$ cat config.mk
export PLATFORM = sky130hd
export DESIGN_NAME = servisia_sram_arb
export DESIGN_NICKNAME = d
export VERILOG_FILES = /design/src/rtl/servisia_sram_arb.sv
export SDC_FILE = /design/constraint.sdc
export NUM_CORES = 1
export LEC_CHECK = 0
export ABC_CLOCK_PERIOD_IN_PS = 1700
export BUFFER_PORTS_ARGS = -buffer_cell sky130_fd_sc_hd__buf_2
export CORE_UTILIZATION = 45
export DETAILED_ROUTE_END_ITERATION = 10
export PLACE_DENSITY_LB_ADDON = 0.1
export SLEW_MARGIN = 5
export SYNTH_ARGS = -nofsm -noshare
export SYNTH_HDL_FRONTEND = slang
export SYNTH_SLANG_ARGS = --single-unit
export TNS_END_PERCENT = 20
$ cat constraint.sdc
create_clock -name clk_i -period 1.7 [get_ports clk_i]
set_input_delay 0.17 -clock clk_i [delete_from_list [all_inputs] [get_ports clk_i]]
set_output_delay 0.17 -clock clk_i [all_outputs]
set_load 0.01 [all_outputs]
$ cat src/rtl/servisia_sram_arb.sv
// servisia_sram_arb
// Two-port arbiter and strobe sequencer for the external 8-bit asynchronous
// SRAM. Port 0 is the CPU memory port and port 1 is the boot/debug loader.
// Each access is turned into an ordered CS_N/OE_N/WE_N/address/data sequence
// that is stretched by WAIT_STATES extra strobe cycles.
//
// Optional feature macro: SERVISIA_SRAM_ARB_RR_EN
//   defined   : round-robin arbitration. When both ports request, the port
//               that did not win last time wins. The last-winner register
//               resets to 1, so port 0 wins the first contention.
//   undefined : fixed priority. Port 0 always wins a contention and there is
//               no last-winner register.
//
// The SRAM strobes, address and data are all registered from the next FSM
// state, so they change only on clock edges and are clean for the chip.
// gnt_o is the one combinational output: it depends only on state and req_i.

module servisia_sram_arb #(
   parameter int ADDR_WIDTH  = 20,
   parameter int DATA_WIDTH  = 8,
   parameter int WAIT_STATES = 1
) (
   input  logic                    clk_i,
   input  logic                    rst_ni,
   input  logic [1:0]              req_i,
   input  logic [1:0]              we_i,
   input  logic [2*ADDR_WIDTH-1:0] addr_i,
   input  logic [2*DATA_WIDTH-1:0] wdata_i,
   output logic [1:0]              gnt_o,
   output logic [1:0]              rsp_valid_o,
   output logic [DATA_WIDTH-1:0]   rdata_o,
   output logic                    sram_cs_no,
   output logic                    sram_oe_no,
   output logic                    sram_we_no,
   output logic [ADDR_WIDTH-1:0]   sram_addr_o,
   output logic [DATA_WIDTH-1:0]   sram_data_o,
   output logic                    sram_data_oe_o,
   input  logic [DATA_WIDTH-1:0]   sram_data_i
);

   // Wait counter reload value; only the low 4 bits are meaningful (0..15).
   localparam logic [3:0] WAIT_LOAD = 4'(WAIT_STATES);

   typedef enum logic [2:0] {
      ST_IDLE     = 3'd0,
      ST_RD       = 3'd1,
      ST_WR_SETUP = 3'd2,
      ST_WR_PULSE = 3'd3,
      ST_WR_HOLD  = 3'd4
   } state_t;

   state_t                  state_r;
   state_t                  next_s;
   logic [3:0]              cnt_r;
   logic                    cnt_done_s;

   logic                    win_s;
   logic                    winner_r;
   logic [1:0]              gnt_s;
   logic                    sel_we_s;
   logic [ADDR_WIDTH-1:0]   sel_addr_s;
   logic [DATA_WIDTH-1:0]   sel_wdata_s;

   logic                    cs_n_s;
   logic                    oe_n_s;
   logic                    we_n_s;
   logic                    data_oe_s;

   logic                    cs_n_r;
   logic                    oe_n_r;
   logic                    we_n_r;
   logic                    data_oe_r;
   logic [ADDR_WIDTH-1:0]   addr_r;
   logic [DATA_WIDTH-1:0]   data_r;
   logic [1:0]              rsp_valid_r;
   logic [DATA_WIDTH-1:0]   rdata_r;

`ifdef SERVISIA_SRAM_ARB_RR_EN
   logic                    last_r;
`endif

   assign cnt_done_s = (cnt_r == 4'd0);

   // Arbitration: choose the winning port index from the current requests.
   always_comb begin
      win_s = 1'b0;
      if (req_i[0] && req_i[1]) begin
`ifdef SERVISIA_SRAM_ARB_RR_EN
         win_s = ~last_r;
`else
         win_s = 1'b0;
`endif
      end else if (req_i[1]) begin
         win_s = 1'b1;
      end else begin
         win_s = 1'b0;
      end
   end

   // Payload mux from the winning port and the combinational grant pulse.
   always_comb begin
      gnt_s       = 2'b00;
      sel_we_s    = win_s ? we_i[1] : we_i[0];
      sel_addr_s  = win_s ? addr_i[2*ADDR_WIDTH-1:ADDR_WIDTH] : addr_i[ADDR_WIDTH-1:0];
      sel_wdata_s = win_s ? wdata_i[2*DATA_WIDTH-1:DATA_WIDTH] : wdata_i[DATA_WIDTH-1:0];
      if ((state_r == ST_IDLE) && (req_i != 2'b00)) begin
         gnt_s = win_s ? 2'b10 : 2'b01;
      end else begin
         gnt_s = 2'b00;
      end
   end

   assign gnt_o = gnt_s;

   // FSM next-state logic.
   always_comb begin
      next_s = state_r;
      case (state_r)
         ST_IDLE: begin
            if (req_i != 2'b00) begin
               next_s = sel_we_s ? ST_WR_SETUP : ST_RD;
            end else begin
               next_s = ST_IDLE;
            end
         end
         ST_RD: begin
            if (cnt_done_s) begin
               next_s = ST_IDLE;
            end else begin
               next_s = ST_RD;
            end
         end
         ST_WR_SETUP: begin
            next_s = ST_WR_PULSE;
         end
         ST_WR_PULSE: begin
            if (cnt_done_s) begin
               next_s = ST_WR_HOLD;
            end else begin
               next_s = ST_WR_PULSE;
            end
         end
         ST_WR_HOLD: begin
            next_s = ST_IDLE;
         end
         default: begin
            next_s = ST_IDLE;
         end
      endcase
   end

   // Strobe levels for the state being entered; registered below so each
   // strobe is valid for the whole duration of its state.
   always_comb begin
      cs_n_s    = 1'b1;
      oe_n_s    = 1'b1;
      we_n_s    = 1'b1;
      data_oe_s = 1'b0;
      case (next_s)
         ST_IDLE: begin
            cs_n_s    = 1'b1;
            oe_n_s    = 1'b1;
            we_n_s    = 1'b1;
            data_oe_s = 1'b0;
         end
         ST_RD: begin
            cs_n_s    = 1'b0;
            oe_n_s    = 1'b0;
            we_n_s    = 1'b1;
            data_oe_s = 1'b0;
         end
         ST_WR_SETUP, ST_WR_HOLD: begin
            cs_n_s    = 1'b0;
            oe_n_s    = 1'b1;
            we_n_s    = 1'b1;
            data_oe_s = 1'b1;
         end
         ST_WR_PULSE: begin
            cs_n_s    = 1'b0;
            oe_n_s    = 1'b1;
            we_n_s    = 1'b0;
            data_oe_s = 1'b1;
         end
         default: begin
            cs_n_s    = 1'b1;
            oe_n_s    = 1'b1;
            we_n_s    = 1'b1;
            data_oe_s = 1'b0;
         end
      endcase
   end

   // FSM state register.
   always_ff @(posedge clk_i or negedge rst_ni) begin
      if (!rst_ni) begin
         state_r <= ST_IDLE;
      end else begin
         state_r <= next_s;
      end
   end

   // Wait counter: reloaded on entry to RD and WR_PULSE, counts down to 0.
   always_ff @(posedge clk_i or negedge rst_ni) begin
      if (!rst_ni) begin
         cnt_r <= 4'd0;
      end else if (((state_r == ST_IDLE) && (next_s == ST_RD)) || (state_r == ST_WR_SETUP)) begin
         cnt_r <= WAIT_LOAD;
      end else if (!cnt_done_s) begin
         cnt_r <= cnt_r - 4'd1;
      end
   end

   // Registered SRAM strobes; reset forces every strobe inactive at once.
   always_ff @(posedge clk_i or negedge rst_ni) begin
      if (!rst_ni) begin
         cs_n_r    <= 1'b1;
         oe_n_r    <= 1'b1;
         we_n_r    <= 1'b1;
         data_oe_r <= 1'b0;
      end else begin
         cs_n_r    <= cs_n_s;
         oe_n_r    <= oe_n_s;
         we_n_r    <= we_n_s;
         data_oe_r <= data_oe_s;
      end
   end

   // Latch address, write data and winner index on the grant cycle; they
   // then stay put for the whole time chip select is low.
   always_ff @(posedge clk_i or negedge rst_ni) begin
      if (!rst_ni) begin
         addr_r   <= '0;
         data_r   <= '0;
         winner_r <= 1'b0;
      end else if (gnt_s != 2'b00) begin
         addr_r   <= sel_addr_s;
         winner_r <= win_s;
         if (sel_we_s) begin
            data_r <= sel_wdata_s;
         end
      end
   end

`ifdef SERVISIA_SRAM_ARB_RR_EN
   // Remember which port won last so the other one wins the next contention.
   always_ff @(posedge clk_i or negedge rst_ni) begin
      if (!rst_ni) begin
         last_r <= 1'b1;
      end else if (gnt_s != 2'b00) begin
         last_r <= win_s;
      end
   end
`endif

   // One-cycle completion pulse: entering IDLE after a read, or entering
   // WR_HOLD after the write pulse.
   always_ff @(posedge clk_i or negedge rst_ni) begin
      if (!rst_ni) begin
         rsp_valid_r <= 2'b00;
      end else if (((state_r == ST_RD) || (state_r == ST_WR_PULSE)) && cnt_done_s) begin
         rsp_valid_r <= winner_r ? 2'b10 : 2'b01;
      end else begin
         rsp_valid_r <= 2'b00;
      end
   end

   // Capture chip read data on the final RD cycle; hold it otherwise.
   always_ff @(posedge clk_i or negedge rst_ni) begin
      if (!rst_ni) begin
         rdata_r <= '0;
      end else if ((state_r == ST_RD) && cnt_done_s) begin
         rdata_r <= sram_data_i;
      end
   end

   assign rsp_valid_o    = rsp_valid_r;
   assign rdata_o        = rdata_r;
   assign sram_cs_no     = cs_n_r;
   assign sram_oe_no     = oe_n_r;
   assign sram_we_no     = we_n_r;
   assign sram_addr_o    = addr_r;
   assign sram_data_o    = data_r;
   assign sram_data_oe_o = data_oe_r;

endmodule

==> summary.txt <==
Hold Path Depth: 3
TritonCTS clock tree: done
Post-synthesis register bit count: 50
Share of the synthesized area in the top cell type: 54.5%
Critical path, cell by cell: nor3_4 -> nor2b_4 -> buf_12 -> buf_2
Mapped Cells: 199
R2R setup slack: 0.22 ns
Synth top area cells: dfrtp_1 55%, nand2_1 8.2%, a22oi_1 7.3%
Reg clk slew, reported paths: 0.08 ns
Clk_lat worst skew: 0.28 ns
Htree depth: 2
CP endpoint kind: primary output
Critical Path Max Stage Delay: 0.47 ns
Switching share of total power: 35.5%
Full die area: 5070 um^2
Violated checks: design-rule violations
DRT Wirelength: 4710 um
Sequential share of the synthesized area: 58.2%
Final setup fails: 0
Synth Warn #: 0
TNS Setup: 0 ns
Synth Flop Type: dfrtp_1
Gpl congestion: 0.727
Reg2Reg Depth: 5
Routed Antenna Nets: 0
Starting density of the core: 48.2%
# clock sinks: 50
Period utilization: 93.8%
Die width: 71.2 um
Core Region: 4470 um^2
TritonRoute pass-1 iters: 8
Starting DRC count in detailed routing: 101
Fill cells: 360
CTS buffer count: 5
Transition time of the tightest slew-check pin: 0.507 ns
Root buffer cell: clkbuf_8
Pwr dens: 1620 nW/um^2
Nets@finish: 393
Post-layout power: 0.00478 W
Hold Vio Cnt, Final: 0
Mapped Avg Cell Area: 10.8 um^2
Rel. slew slack: 66.2%
Syn_nets: 271
Post-synth top cells: 47 x dfrtp_1, 47 x nand2_1, 21 x a22oi_1
Hold Path End: sram_addr_o[11]$_DFFE_PN0P_
DRC Markers: 10
Area after DPL: 2810 um^2
Routed via count: 1,874
Final min period: 1.60 ns
Synth Cell Area: 2160 um^2
Worst Setup Path Type: reg -> out
Port-buffer cells: 113
Skew final: 0.00485 ns
Avg WL per Cell: 12.6 um
Ant diodes: 0
First-pass GRT wire length: 8050 um
Clock Tree Buf Depth: 2
Via density: 5.01
Worst Hold Class: in -> reg
GRT Util Overall: 19.7%
Leak pwr: 1.61 nW
Slew Viols, Final: 0
Largest net degree at the start of global routing: 30
Seq pwr share: 42.8%
Worst R2R End: rdata_o[1]$_DFFE_PN0P_
# IOs: 114
Clock Power Share: 13.2%
Worst IR Drop VDD: 0.833 mV
DP HPWL: 3500 um
Cell taking the most area after synthesis: dfrtp_1
Max_cap viols: 0
RSZ-0062 raised after global routing: no
Share of post-route cells with drive strength above 1: 46.0%
Die height: 71.2 um
NetSw: 0.00170 W
Ys async rst share: 100%
Status: complete, but fails checks
WP data arrival: 1.43 ns
# rows: 24
HP Start: addr_i[11]
Comb pwr share: 44.0%
Synth cell types: 31
Final instance area: 2950 um^2
R2R Path Start: cnt_r[0]$_DFFE_PN0P_
Fmax: 627 MHz
Number of global-route vias before repair: 1,821
CP Data Required Time: 1.53 ns
Cell at the slowest stage of the critical path: dfrtp_2
Internal: 0.00308 W
Critical path launch point type: flop
Initial antenna violation count: 0
Area Growth Syn to Fin: 36.9%
Crit path max fanout: 22
Grt total ovfl: 0
Post-synth EDFFs: 0
## sequential cells by signal, summed over array words and instances, names as in the netlist
name            flops
cnt_r               4
sram_we_no          1
sram_cs_no          1
sram_addr_o        20
state_r             3
sram_data_o         8
rsp_valid_o         2
sram_oe_no          1
rdata_o             8
sram_data_oe_o      1
winner_r            1
## timing repair
action,CTS,global route
buffers inserted,1,3
resized for setup,1,6
hold buffers,1,0
endpoints found under the setup margin,1,3
pin swaps,1,1
endpoints found under the hold margin,21,0
## metrics by stage
stage	util, %	setup WS [ns]	hold WS, ns	std cells
global route	66.0	0.00561	0.0629	374
floorplan	-	0.265	-0.126	199
finish	66.0	0.105	0.0701	374
detailed placement	62.9	0.121	0.167	361
CTS	65.1	0.0165	0.0591	371
global placement	62.9	0.177	0.167	361
## cell families (layout without fill, tap and decap cells)
| group | Yosys count | count (layout) | share of synthesized area, % |
|---|---|---|---|
| AND/OR/NAND/NOR | 68 | 68 | 13.9 |
| XOR/XNOR | 3 | 3 | 1.22 |
| buffers and inverters | 14 | 137 | 3.42 |
| multiplexers | 17 | 17 | 8.35 |
| adder cells (fa/ha/maj) | 2 | 2 | 1.16 |
| AO/OA/AOI/OAI | 45 | 45 | 13.7 |
| flip-flops | 50 | 50 | 58.2 |
## layer usage
layer,GRT usage [%],up-vias,wire length [um]
li1,-,930,-
met1,27.1,865,2190
met2,31.7,77,2130
met3,5.34,2,371
met4,3.78,0,14
met5,0,-,0
## worst max path at each step
stage	from	endpoint	slack [ns]	depth (start not counted)
2_1_floorplan	cnt_r[0]$_DFFE_PN0P_	rdata_o[0]$_DFFE_PN0P_	0.26	5
3_3_place_gp	cnt_r[0]$_DFFE_PN0P_	rdata_o[5]$_DFFE_PN0P_	0.18	5
3_5_place_dp	cnt_r[0]$_DFFE_PN0P_	rdata_o[4]$_DFFE_PN0P_	0.12	5
4_1_cts	state_r[0]$_DFF_PN0_	gnt_o[0]	0.02	4
5_1_grt	state_r[1]$_DFF_PN0_	gnt_o[1]	0.006	4
6_report	state_r[1]$_DFF_PN0_	gnt_o[1]	0.10	4
## critical path: cells and delay by family (launching register included)
family	cells	cell delay, ns
and+or+nand+nor	2	0.36
DFF	1	0.47
buffers and inverters	2	0.30
## power by group through the flow
stage          sequential (W)  clock, W  combinational [W]
4_1_cts               0.00204  0.000665            0.00209
3_5_place_dp          0.00206         0            0.00207
5_1_grt               0.00213  0.000715            0.00235
6_report              0.00205  0.000631            0.00210
2_1_floorplan         0.00228         0            0.00103
3_3_place_gp          0.00206         0            0.00203
## cell usage in the layout (no fill, tap or decap), drive strengths merged
cell,count
a21o,1
ha,2
dfrtp,47
dfstp,3
inv,3
a21oi,1
dlygate4sd3,1
a22o,1
clkbuf,8
and2,2
or2,1
mux2i,9
o21ai,17
a21boi,1
buf,125
nand2b,3
a22oi,21
nor3b,3
mux2,8
o211a,1
xnor2,3
nor2b,2
nand2,47
nor3,3
o31ai,1
o21a,1
nor2,7
## area by class of cell
cell class                 count  area [um^2]  share of cell area, %
sequential                    50         1260                   42.6
multi-input combinational    135          850                   28.8
timing repair buffer         126          691                   23.4
clock buffer                   8         80.1                   2.71
tap                           52         65.1                   2.20
inverter                       3         11.3                  0.381
Note: power is estimated with default switching activity, not from simulation.
